**config.mk**
```make
export PLATFORM = sky130hd
export DESIGN_NAME = complex_fir_feeder_flat
export DESIGN_NICKNAME = d
export VERILOG_FILES = /design/src/rtl/complex_fir_feeder_if.sv /design/src/rtl/complex_fir_feeder.sv /design/src/flat_wrapper.sv
export SDC_FILE = /design/constraint.sdc
export NUM_CORES = 1
export LEC_CHECK = 0
export CORE_UTILIZATION = 55
export DETAILED_ROUTE_END_ITERATION = 12
export PLACE_DENSITY_LB_ADDON = 0.2
export SETUP_SLACK_MARGIN = 0.3
export SYNTH_ARGS = -nofsm -noshare
export SYNTH_HDL_FRONTEND = slang
export SYNTH_SLANG_ARGS = --single-unit
```
**constraint.sdc**
```tcl
create_clock -name clock -period 7.7 [get_ports clock]
set_clock_uncertainty 0.2 [all_clocks]
set_input_delay 1.155 -clock clock [delete_from_list [all_inputs] [get_ports clock]]
set_output_delay 1.155 -clock clock [all_outputs]
set_load 0.005 [all_outputs]
```
**src/rtl/complex_fir_feeder_if.sv**
```systemverilog
// complex_fir_feeder_if: control, coefficient-write, sample-stream and FIR-side
// signals of the complex FIR feeder. The master modport is the feeder's view;
// the slave modport is the view of the block that drives it (upstream source,
// coefficient writer and FIR-side observer).
interface complex_fir_feeder_if #(
  parameter int unsigned DATA_WIDTH = 8,
  parameter int unsigned ADDR_WIDTH = 10
);
  localparam int unsigned SAMPLE_WIDTH = DATA_WIDTH * 3;

  // frame control
  logic                    start;
  logic                    busy;
  logic                    done;

  // coefficient store write port
  logic                    coeffWrEn;
  logic [ADDR_WIDTH-1:0]   coeffWrAddr;
  logic [DATA_WIDTH-1:0]   coeffWrRe;
  logic [DATA_WIDTH-1:0]   coeffWrIm;

  // upstream sample stream
  logic                    inValid;
  logic                    inLast;
  logic [SAMPLE_WIDTH-1:0] inRe;
  logic [SAMPLE_WIDTH-1:0] inIm;
  logic                    inReady;

  // FIR load/flag outputs
  logic                    loadCoeff;
  logic                    coeffSetFlag;
  logic [DATA_WIDTH-1:0]   coeffOutRe;
  logic [DATA_WIDTH-1:0]   coeffOutIm;
  logic                    loadDataFlag;
  logic                    stopDataLoadFlag;
  logic [SAMPLE_WIDTH-1:0] dataOutRe;
  logic [SAMPLE_WIDTH-1:0] dataOutIm;

  modport master (
    input  start, coeffWrEn, coeffWrAddr, coeffWrRe, coeffWrIm,
    input  inValid, inLast, inRe, inIm,
    output inReady, loadCoeff, coeffSetFlag, coeffOutRe, coeffOutIm,
    output loadDataFlag, stopDataLoadFlag, dataOutRe, dataOutIm,
    output busy, done
  );

  modport slave (
    output start, coeffWrEn, coeffWrAddr, coeffWrRe, coeffWrIm,
    output inValid, inLast, inRe, inIm,
    input  inReady, loadCoeff, coeffSetFlag, coeffOutRe, coeffOutIm,
    input  loadDataFlag, stopDataLoadFlag, dataOutRe, dataOutIm,
    input  busy, done
  );
endinterface

```
**src/rtl/complex_fir_feeder.sv**
```systemverilog
// complex_fir_feeder: initiator-side sequencer for the complex n-tap FIR.
// Per start pulse: loadCoeff, coefficient stream aligned to the FIR's 3-stage
// coefficient pre-buffer, settle with coeffSetFlag, forwarded valid/ready
// sample stream, LENGTH zero flush pushes, stopDataLoadFlag, done.
// All outputs are registered. Optional build macro
// COMPLEX_FIR_FEEDER_CONJ_COEFF_EN streams conj(store[LENGTH-1-k]) with
// saturating negation of the imaginary part.
module complex_fir_feeder #(
  parameter int unsigned LENGTH     = 12,
  parameter int unsigned DATA_WIDTH = 8,
  parameter int unsigned ADDR_WIDTH = 10
) (
  input  logic                 clock,
  input  logic                 resetN,
  complex_fir_feeder_if.master bus
);

  localparam int unsigned SAMPLE_WIDTH = DATA_WIDTH * 3;
  // counter must reach LENGTH-1 (COEFF/FLUSH) and 2 (SETTLE)
  localparam int unsigned CNT_MAX      = (LENGTH > 3) ? LENGTH : 3;
  localparam int unsigned CNT_W        = $clog2(CNT_MAX);
  localparam logic [CNT_W-1:0] CNT_LAST    = CNT_W'(LENGTH - 1);
  localparam logic [CNT_W-1:0] SETTLE_LAST = CNT_W'(2);
  localparam logic [CNT_W-1:0] CNT_ONE     = CNT_W'(1);

  typedef enum logic [3:0] {
    S_IDLE,
    S_ARM,
    S_WAIT,
    S_COEFF,
    S_SETTLE,
    S_STREAM,
    S_FLUSH,
    S_STOP,
    S_DONE
  } state_t;

  state_t                  state_q, state_d;
  logic [CNT_W-1:0]        cnt_q, cnt_d;
  logic                    last_q, last_d;

  logic [DATA_WIDTH-1:0]   store_re_q [LENGTH];
  logic [DATA_WIDTH-1:0]   store_im_q [LENGTH];
  logic [DATA_WIDTH-1:0]   store_re_d [LENGTH];
  logic [DATA_WIDTH-1:0]   store_im_d [LENGTH];

  logic                    in_ready_q, in_ready_d;
  logic                    load_coeff_q, load_coeff_d;
  logic                    coeff_set_q, coeff_set_d;
  logic [DATA_WIDTH-1:0]   coeff_re_q, coeff_re_d;
  logic [DATA_WIDTH-1:0]   coeff_im_q, coeff_im_d;
  logic                    load_data_q, load_data_d;
  logic                    stop_q, stop_d;
  logic [SAMPLE_WIDTH-1:0] data_re_q, data_re_d;
  logic [SAMPLE_WIDTH-1:0] data_im_q, data_im_d;
  logic                    busy_q, busy_d;
  logic                    done_q, done_d;

  logic                    xfer;
  logic                    wr_ok;
  logic [DATA_WIDTH-1:0]   coeff_sel_re;
  logic [DATA_WIDTH-1:0]   coeff_sel_im;

`ifdef COMPLEX_FIR_FEEDER_CONJ_COEFF_EN
  localparam logic [DATA_WIDTH-1:0] D_MIN = {1'b1, {(DATA_WIDTH-1){1'b0}}};
  localparam logic [DATA_WIDTH-1:0] D_MAX = {1'b0, {(DATA_WIDTH-1){1'b1}}};

  function automatic logic [DATA_WIDTH-1:0] sat_neg(input logic [DATA_WIDTH-1:0] v);
    return (v == D_MIN) ? D_MAX : (~v + DATA_WIDTH'(1));
  endfunction
`endif

  // a sample moves only when the registered ready is presented
  assign xfer = bus.inValid && in_ready_q;

  // coefficient store write decode; the decode only covers 0..LENGTH-1, so
  // out-of-range addresses match nothing and are dropped
  always_comb begin
    store_re_d = store_re_q;
    store_im_d = store_im_q;
    wr_ok      = bus.coeffWrEn && !busy_q;
    for (int unsigned i = 0; i < LENGTH; i++) begin
      if (wr_ok && (bus.coeffWrAddr == ADDR_WIDTH'(i))) begin
        store_re_d[i] = bus.coeffWrRe;
        store_im_d[i] = bus.coeffWrIm;
      end
    end
  end

  // next state, phase counter and end-of-stream marker
  always_comb begin
    state_d = state_q;
    cnt_d   = cnt_q;
    last_d  = last_q;
    case (state_q)
      S_IDLE:   if (bus.start) state_d = S_ARM;
      S_ARM:    state_d = S_WAIT;
      S_WAIT: begin
        state_d = S_COEFF;
        cnt_d   = '0;
      end
      S_COEFF: begin
        if (cnt_q == CNT_LAST) begin
          state_d = S_SETTLE;
          cnt_d   = '0;
        end else begin
          cnt_d = cnt_q + CNT_ONE;
        end
      end
      S_SETTLE: begin
        if (cnt_q == SETTLE_LAST) begin
          state_d = S_STREAM;
          cnt_d   = '0;
        end else begin
          cnt_d = cnt_q + CNT_ONE;
        end
      end
      // the cycle after the inLast transfer stays in STREAM with ready low so
      // the final sample is presented before the LENGTH zero pushes of FLUSH
      S_STREAM: begin
        if (last_q) begin
          state_d = S_FLUSH;
          cnt_d   = '0;
          last_d  = 1'b0;
        end else if (xfer && bus.inLast) begin
          last_d = 1'b1;
        end
      end
      S_FLUSH: begin
        if (cnt_q == CNT_LAST) begin
          state_d = S_STOP;
          cnt_d   = '0;
        end else begin
          cnt_d = cnt_q + CNT_ONE;
        end
      end
      S_STOP:   state_d = S_DONE;
      S_DONE:   state_d = S_IDLE;
      default: begin
        state_d = S_IDLE;
        cnt_d   = '0;
        last_d  = 1'b0;
      end
    endcase
  end

  // coefficient selected for the upcoming COEFF cycle
  always_comb begin
    coeff_sel_re = '0;
    coeff_sel_im = '0;
    for (int unsigned i = 0; i < LENGTH; i++) begin
`ifdef COMPLEX_FIR_FEEDER_CONJ_COEFF_EN
      if (cnt_d == CNT_W'(LENGTH - 1 - i)) begin
        coeff_sel_re = store_re_q[i];
        coeff_sel_im = sat_neg(store_im_q[i]);
      end
`else
      if (cnt_d == CNT_W'(i)) begin
        coeff_sel_re = store_re_q[i];
        coeff_sel_im = store_im_q[i];
      end
`endif
    end
  end

  // outputs decoded from the next state so the registered copies line up
  // with the state they describe
  always_comb begin
    load_coeff_d = (state_d == S_ARM);
    coeff_set_d  = (state_d == S_SETTLE) && (cnt_d == SETTLE_LAST);
    coeff_re_d   = (state_d == S_COEFF) ? coeff_sel_re : '0;
    coeff_im_d   = (state_d == S_COEFF) ? coeff_sel_im : '0;
    in_ready_d   = (state_d == S_STREAM) && !last_d;
    load_data_d  = xfer || (state_d == S_FLUSH);
    stop_d       = (state_d == S_STOP);
    done_d       = (state_d == S_DONE);
    busy_d       = (state_d != S_IDLE);
    data_re_d    = '0;
    data_im_d    = '0;
    if (xfer) begin
      data_re_d = bus.inRe;
      data_im_d = bus.inIm;
    end else if (state_d == S_STREAM) begin
      data_re_d = data_re_q;
      data_im_d = data_im_q;
    end
  end

  // state, counters, coefficient store and registered outputs
  always_ff @(posedge clock or negedge resetN) begin
    if (!resetN) begin
      state_q      <= S_IDLE;
      cnt_q        <= '0;
      last_q       <= 1'b0;
      for (int unsigned i = 0; i < LENGTH; i++) begin
        store_re_q[i] <= '0;
        store_im_q[i] <= '0;
      end
      in_ready_q   <= 1'b0;
      load_coeff_q <= 1'b0;
      coeff_set_q  <= 1'b0;
      coeff_re_q   <= '0;
      coeff_im_q   <= '0;
      load_data_q  <= 1'b0;
      stop_q       <= 1'b0;
      data_re_q    <= '0;
      data_im_q    <= '0;
      busy_q       <= 1'b0;
      done_q       <= 1'b0;
    end else begin
      state_q      <= state_d;
      cnt_q        <= cnt_d;
      last_q       <= last_d;
      store_re_q   <= store_re_d;
      store_im_q   <= store_im_d;
      in_ready_q   <= in_ready_d;
      load_coeff_q <= load_coeff_d;
      coeff_set_q  <= coeff_set_d;
      coeff_re_q   <= coeff_re_d;
      coeff_im_q   <= coeff_im_d;
      load_data_q  <= load_data_d;
      stop_q       <= stop_d;
      data_re_q    <= data_re_d;
      data_im_q    <= data_im_d;
      busy_q       <= busy_d;
      done_q       <= done_d;
    end
  end

  assign bus.inReady          = in_ready_q;
  assign bus.loadCoeff        = load_coeff_q;
  assign bus.coeffSetFlag     = coeff_set_q;
  assign bus.coeffOutRe       = coeff_re_q;
  assign bus.coeffOutIm       = coeff_im_q;
  assign bus.loadDataFlag     = load_data_q;
  assign bus.stopDataLoadFlag = stop_q;
  assign bus.dataOutRe        = data_re_q;
  assign bus.dataOutIm        = data_im_q;
  assign bus.busy             = busy_q;
  assign bus.done             = done_q;

endmodule

```
**src/flat_wrapper.sv**
```systemverilog
// flat-port wrapper written by rule: the top's interface ports become plain ports
module complex_fir_feeder_flat 
#(
  parameter int unsigned LENGTH     = 12,
  parameter int unsigned DATA_WIDTH = 8,
  parameter int unsigned ADDR_WIDTH = 10
)
  (clock, resetN, bus_start, bus_coeffWrEn, bus_coeffWrAddr, bus_coeffWrRe, bus_coeffWrIm, bus_inValid, bus_inLast, bus_inRe, bus_inIm, bus_inReady, bus_loadCoeff, bus_coeffSetFlag, bus_coeffOutRe, bus_coeffOutIm, bus_loadDataFlag, bus_stopDataLoadFlag, bus_dataOutRe, bus_dataOutIm, bus_busy, bus_done);
  complex_fir_feeder_if #(.DATA_WIDTH(DATA_WIDTH), .ADDR_WIDTH(ADDR_WIDTH)) bus_i ();
  input  logic clock;
  input  logic resetN;
  input wire logic [$bits(bus_i.start)-1:0] bus_start;
  input wire logic [$bits(bus_i.coeffWrEn)-1:0] bus_coeffWrEn;
  input wire logic [$bits(bus_i.coeffWrAddr)-1:0] bus_coeffWrAddr;
  input wire logic [$bits(bus_i.coeffWrRe)-1:0] bus_coeffWrRe;
  input wire logic [$bits(bus_i.coeffWrIm)-1:0] bus_coeffWrIm;
  input wire logic [$bits(bus_i.inValid)-1:0] bus_inValid;
  input wire logic [$bits(bus_i.inLast)-1:0] bus_inLast;
  input wire logic [$bits(bus_i.inRe)-1:0] bus_inRe;
  input wire logic [$bits(bus_i.inIm)-1:0] bus_inIm;
  output wire logic [$bits(bus_i.inReady)-1:0] bus_inReady;
  output wire logic [$bits(bus_i.loadCoeff)-1:0] bus_loadCoeff;
  output wire logic [$bits(bus_i.coeffSetFlag)-1:0] bus_coeffSetFlag;
  output wire logic [$bits(bus_i.coeffOutRe)-1:0] bus_coeffOutRe;
  output wire logic [$bits(bus_i.coeffOutIm)-1:0] bus_coeffOutIm;
  output wire logic [$bits(bus_i.loadDataFlag)-1:0] bus_loadDataFlag;
  output wire logic [$bits(bus_i.stopDataLoadFlag)-1:0] bus_stopDataLoadFlag;
  output wire logic [$bits(bus_i.dataOutRe)-1:0] bus_dataOutRe;
  output wire logic [$bits(bus_i.dataOutIm)-1:0] bus_dataOutIm;
  output wire logic [$bits(bus_i.busy)-1:0] bus_busy;
  output wire logic [$bits(bus_i.done)-1:0] bus_done;
  assign bus_i.start = bus_start;
  assign bus_i.coeffWrEn = bus_coeffWrEn;
  assign bus_i.coeffWrAddr = bus_coeffWrAddr;
  assign bus_i.coeffWrRe = bus_coeffWrRe;
  assign bus_i.coeffWrIm = bus_coeffWrIm;
  assign bus_i.inValid = bus_inValid;
  assign bus_i.inLast = bus_inLast;
  assign bus_i.inRe = bus_inRe;
  assign bus_i.inIm = bus_inIm;
  assign bus_inReady = bus_i.inReady;
  assign bus_loadCoeff = bus_i.loadCoeff;
  assign bus_coeffSetFlag = bus_i.coeffSetFlag;
  assign bus_coeffOutRe = bus_i.coeffOutRe;
  assign bus_coeffOutIm = bus_i.coeffOutIm;
  assign bus_loadDataFlag = bus_i.loadDataFlag;
  assign bus_stopDataLoadFlag = bus_i.stopDataLoadFlag;
  assign bus_dataOutRe = bus_i.dataOutRe;
  assign bus_dataOutIm = bus_i.dataOutIm;
  assign bus_busy = bus_i.busy;
  assign bus_done = bus_i.done;
  complex_fir_feeder #(.LENGTH(LENGTH), .DATA_WIDTH(DATA_WIDTH), .ADDR_WIDTH(ADDR_WIDTH)) u_core (.clock(clock), .resetN(resetN), .bus(bus_i));
endmodule
```
==> impl_results.md <==
- Status: finished clean
- CP arrival: 4.58 ns
- First-pass GRT wire length: 50900 um
- Clock Path Buffers: 3
- PD cells: 312 nW/um^2
- Area share of the largest cell type after synthesis: 55.6%
- Synth top cells by count: dfrtp_1 (272), mux2_2 (193), nand2_1 (167), nand3_1 (63), clkbuf_1 (52)
- DR WL/cell: 21.9 um
- Clock root buffer master: clkbuf_16
- Syn. warnings: 0
- Crit path max fanout: 42
- Final HPWL DP: 20000 um
- Global Route Usage Sum: 29.3%
- Die W: 151 um
- H-tree depth: 1
- CTS clk-pin slew, worst paths: 0.06 ns
- Pint: 2830 uW
- Fraction of layout cells with a size suffix above 1: 23.2%
- Clk sink count: 272
- Syn_nets: 1145
- IO buf count: 150
- Top post-synthesis cells by area: dfrtp_1 (56%), mux2_2 (18%), nand2_1 (5.1%), nand3_1 (2.6%), clkbuf_1 (1.6%)
- # rows: 54
- Fin crit period: 4.33 ns
- Critical Path End Type: flip-flop
- Ys async rst share: 100%
- Slowest CP cell: nor3_2
- WP buf/inv: 2
- Final WL: 32300 um
- Core ar.: 21800 um^2
- Fmax: 231 MHz
- Critical Path RT: 7.95 ns
- Vias in the first global route: 9093
- Static leakage: 0.00707 uW
- Synthesized cell area: 12200 um^2
- Final Non-Filler Cells: 1480
- Total chip power: 4640 uW
- Clock group share of total power: 29.5%
- Fin Hold WS: 0.296 ns
- Logic pwr share: 37.2%
- Gate Count Post-Synth: 1063
- Hold Buf Count CTS: 0
- Max cap viols: 0
- Resized cells post-CTS: 0
- Die Span Y: 151 um
- Initial Utilization: 56.1%
- Grt ovf: 0
- Final worst-path cycle share: 56.2%
- Antenna cells: 0
- DP Worst Slack: 3.38 ns
- Die area: 22900 um^2
- Reg power frac: 33.3%
- Critical path's top delay family: simple AND/OR/NAND/NOR gates
- Slew Viols, Final: 0
- Nets: 1263
- TritonCTS Buffers: 28
- Unrepaired setup endpoints after global routing: no
- Post-synth top flop: dfrtp_1
- Hold Crit Class: reg2reg
- Distinct cells, synth: 72
- Initial antenna violation count: 0
- Worst slew margin: 19.1%
- # IOs: 151
- Worst slew pin tran: 1.21 ns
- Top cell type by total area after synthesis: dfrtp_1
- Setup Viol. Count Final: 0
- Worst path max stage delay: 0.92 ns
- #FFs+latches synth: 272
- Cells after DPL: 1431
- Mapped Avg Cell Area: 11.5 um^2
- Critical path, cell by cell: nand2b_1 -> and3_1 -> and2_0 -> nor2_4 -> buf_4 -> inv_2 -> nor3_2 -> a22oi_1 -> o2bb2ai_1 -> a31oi_1
- Sw frac: 38.9%
- Seq/Total Area, Yosys: 55.6%
- Peak VDD IR: 0.339 mV
- Vias/cell: 6.09
- Via count: 9010
- Post-CTS Setup Inserts: 0
- DR pass1 iterations: 5
- Iteration-0 DRC Markers: 725
- Final setup margin: 3.37 ns
- Area growth from synthesis to layout: 21.3%
- Largest net degree at the start of global routing: 145
- Gpl congestion: 0.851
- Post-synth EDFFs: 0
- Sw power: 1800 uW
- CTS tree: done
- TNS Setup: 0 ns
- Kind of critical path: reg2reg
- Worst skew pair latency: 0.54 ns
- Count leader, synth: dfrtp_1
- DRC: 0
- Worst setup SP type: flip-flop
- Final Hold Vio Count: 0
- DRT antenna net count: 0
-- cells by family after synthesis --
| family | share of synthesized area (%) |
|---|---|
| XOR/XNOR | 0.215 |
| AO/OA/AOI/OAI | 9.26 |
| adder cells (fa/ha/maj) | 0.204 |
| multiplexers | 19.5 |
| AND/OR/NAND/NOR | 12.1 |
| buffers and inverters | 3.14 |
| flip-flops | 55.6 |
-- worst paths after layout --
check	startpoint	to	depth (start not counted)	slack, ns
max	u_core.state_q[2]$_DFF_PN0_	u_core.bus.coeffOutRe[7]$_DFF_PN0_	10	3.37
min	u_core.bus.dataOutRe[7]$_DFFE_PN0P_	u_core.bus.dataOutRe[7]$_DFFE_PN0P_	2	0.30
min reg2reg	u_core.bus.dataOutRe[7]$_DFFE_PN0P_	u_core.bus.dataOutRe[7]$_DFFE_PN0P_	2	0.30
max reg2reg	u_core.state_q[2]$_DFF_PN0_	u_core.bus.coeffOutRe[7]$_DFF_PN0_	10	3.37
min in group asynchronous	resetN	u_core.bus.dataOutRe[1]$_DFFE_PN0P_	1	0.53
max in group asynchronous	resetN	u_core.store_re_q[10]$_DFFE_PN0P_	2	5.21
-- worst min-delay path, cell delays in order (launching register included) --
cell	delay (ns)
dfrtp_1	0.34
nand3_1	0.06
nand2_1	0.06
-- registers in the layout, indices dropped and copies added, names as in the netlist --
register / cells
u_core.store_im_q: 96
u_core.store_re_q: 96
u_core.bus.dataOutIm: 24
u_core.bus.dataOutRe: 24
u_core.bus.coeffOutIm: 8
u_core.bus.coeffOutRe: 8
u_core.cnt_q: 4
u_core.state_q: 4
u_core.bus.busy: 1
u_core.bus.coeffSetFlag: 1
u_core.bus.done: 1
u_core.bus.inReady: 1
u_core.bus.loadCoeff: 1
u_core.bus.loadDataFlag: 1
u_core.bus.stopDataLoadFlag: 1
u_core.last_q: 1
-- cell type report --
type,count,area (um^2)
inverters,8,36.3
fillers,1626,6980
clock buffers,44,862
repair buffers,167,1630
clock inverters,5,75.1
multi-input cells,704,5080
flip-flops and latches,272,6810
well taps,280,350
-- per-stage QoR --
step | util [%] | area (um^2)
after floorplan | - | 12200
after global placement | 63.7 | 13900
after detailed placement | 63.7 | 13900
after CTS | 68.0 | 14800
after global routing | 68.0 | 14800
final | 68.0 | 14800
-- layer usage --
metal | vias to the layer above | GRT usage, % | part of all wire [%]
li1 | 4007 | - | -
met5 | - | 0 | 0
met4 | 0 | 10.8 | 3.3
met2 | 376 | 46.9 | 47
met3 | 84 | 5.45 | 7.6
met1 | 4543 | 39.7 | 42
-- power by group through the flow --
stage	combinational, uW	sequential [uW]	clock, uW
after floorplan	1160	1550	0
after global placement	1640	1570	0
after detailed placement	1670	1570	0
after CTS	1680	1540	1380
after global routing	1820	1550	1450
final	1730	1540	1370
-- placed cells by master, fill, tap and decap left out, types with 8 or more instances in the layout --
cell / n
o21ai_0: 35
clkdlybuf4s50_1: 149
a211oi_1: 8
a22oi_1: 14
mux2_2: 193
clkbuf_16: 29
buf_4: 17
nor3_1: 8
dfrtp_1: 272
mux2i_1: 19
nand2_1: 167
clkbuf_8: 8
nand3_1: 63
nor2_1: 35
a31oi_1: 11
a21oi_1: 28
No activity file was read; power rests on OpenSTA's default activity.
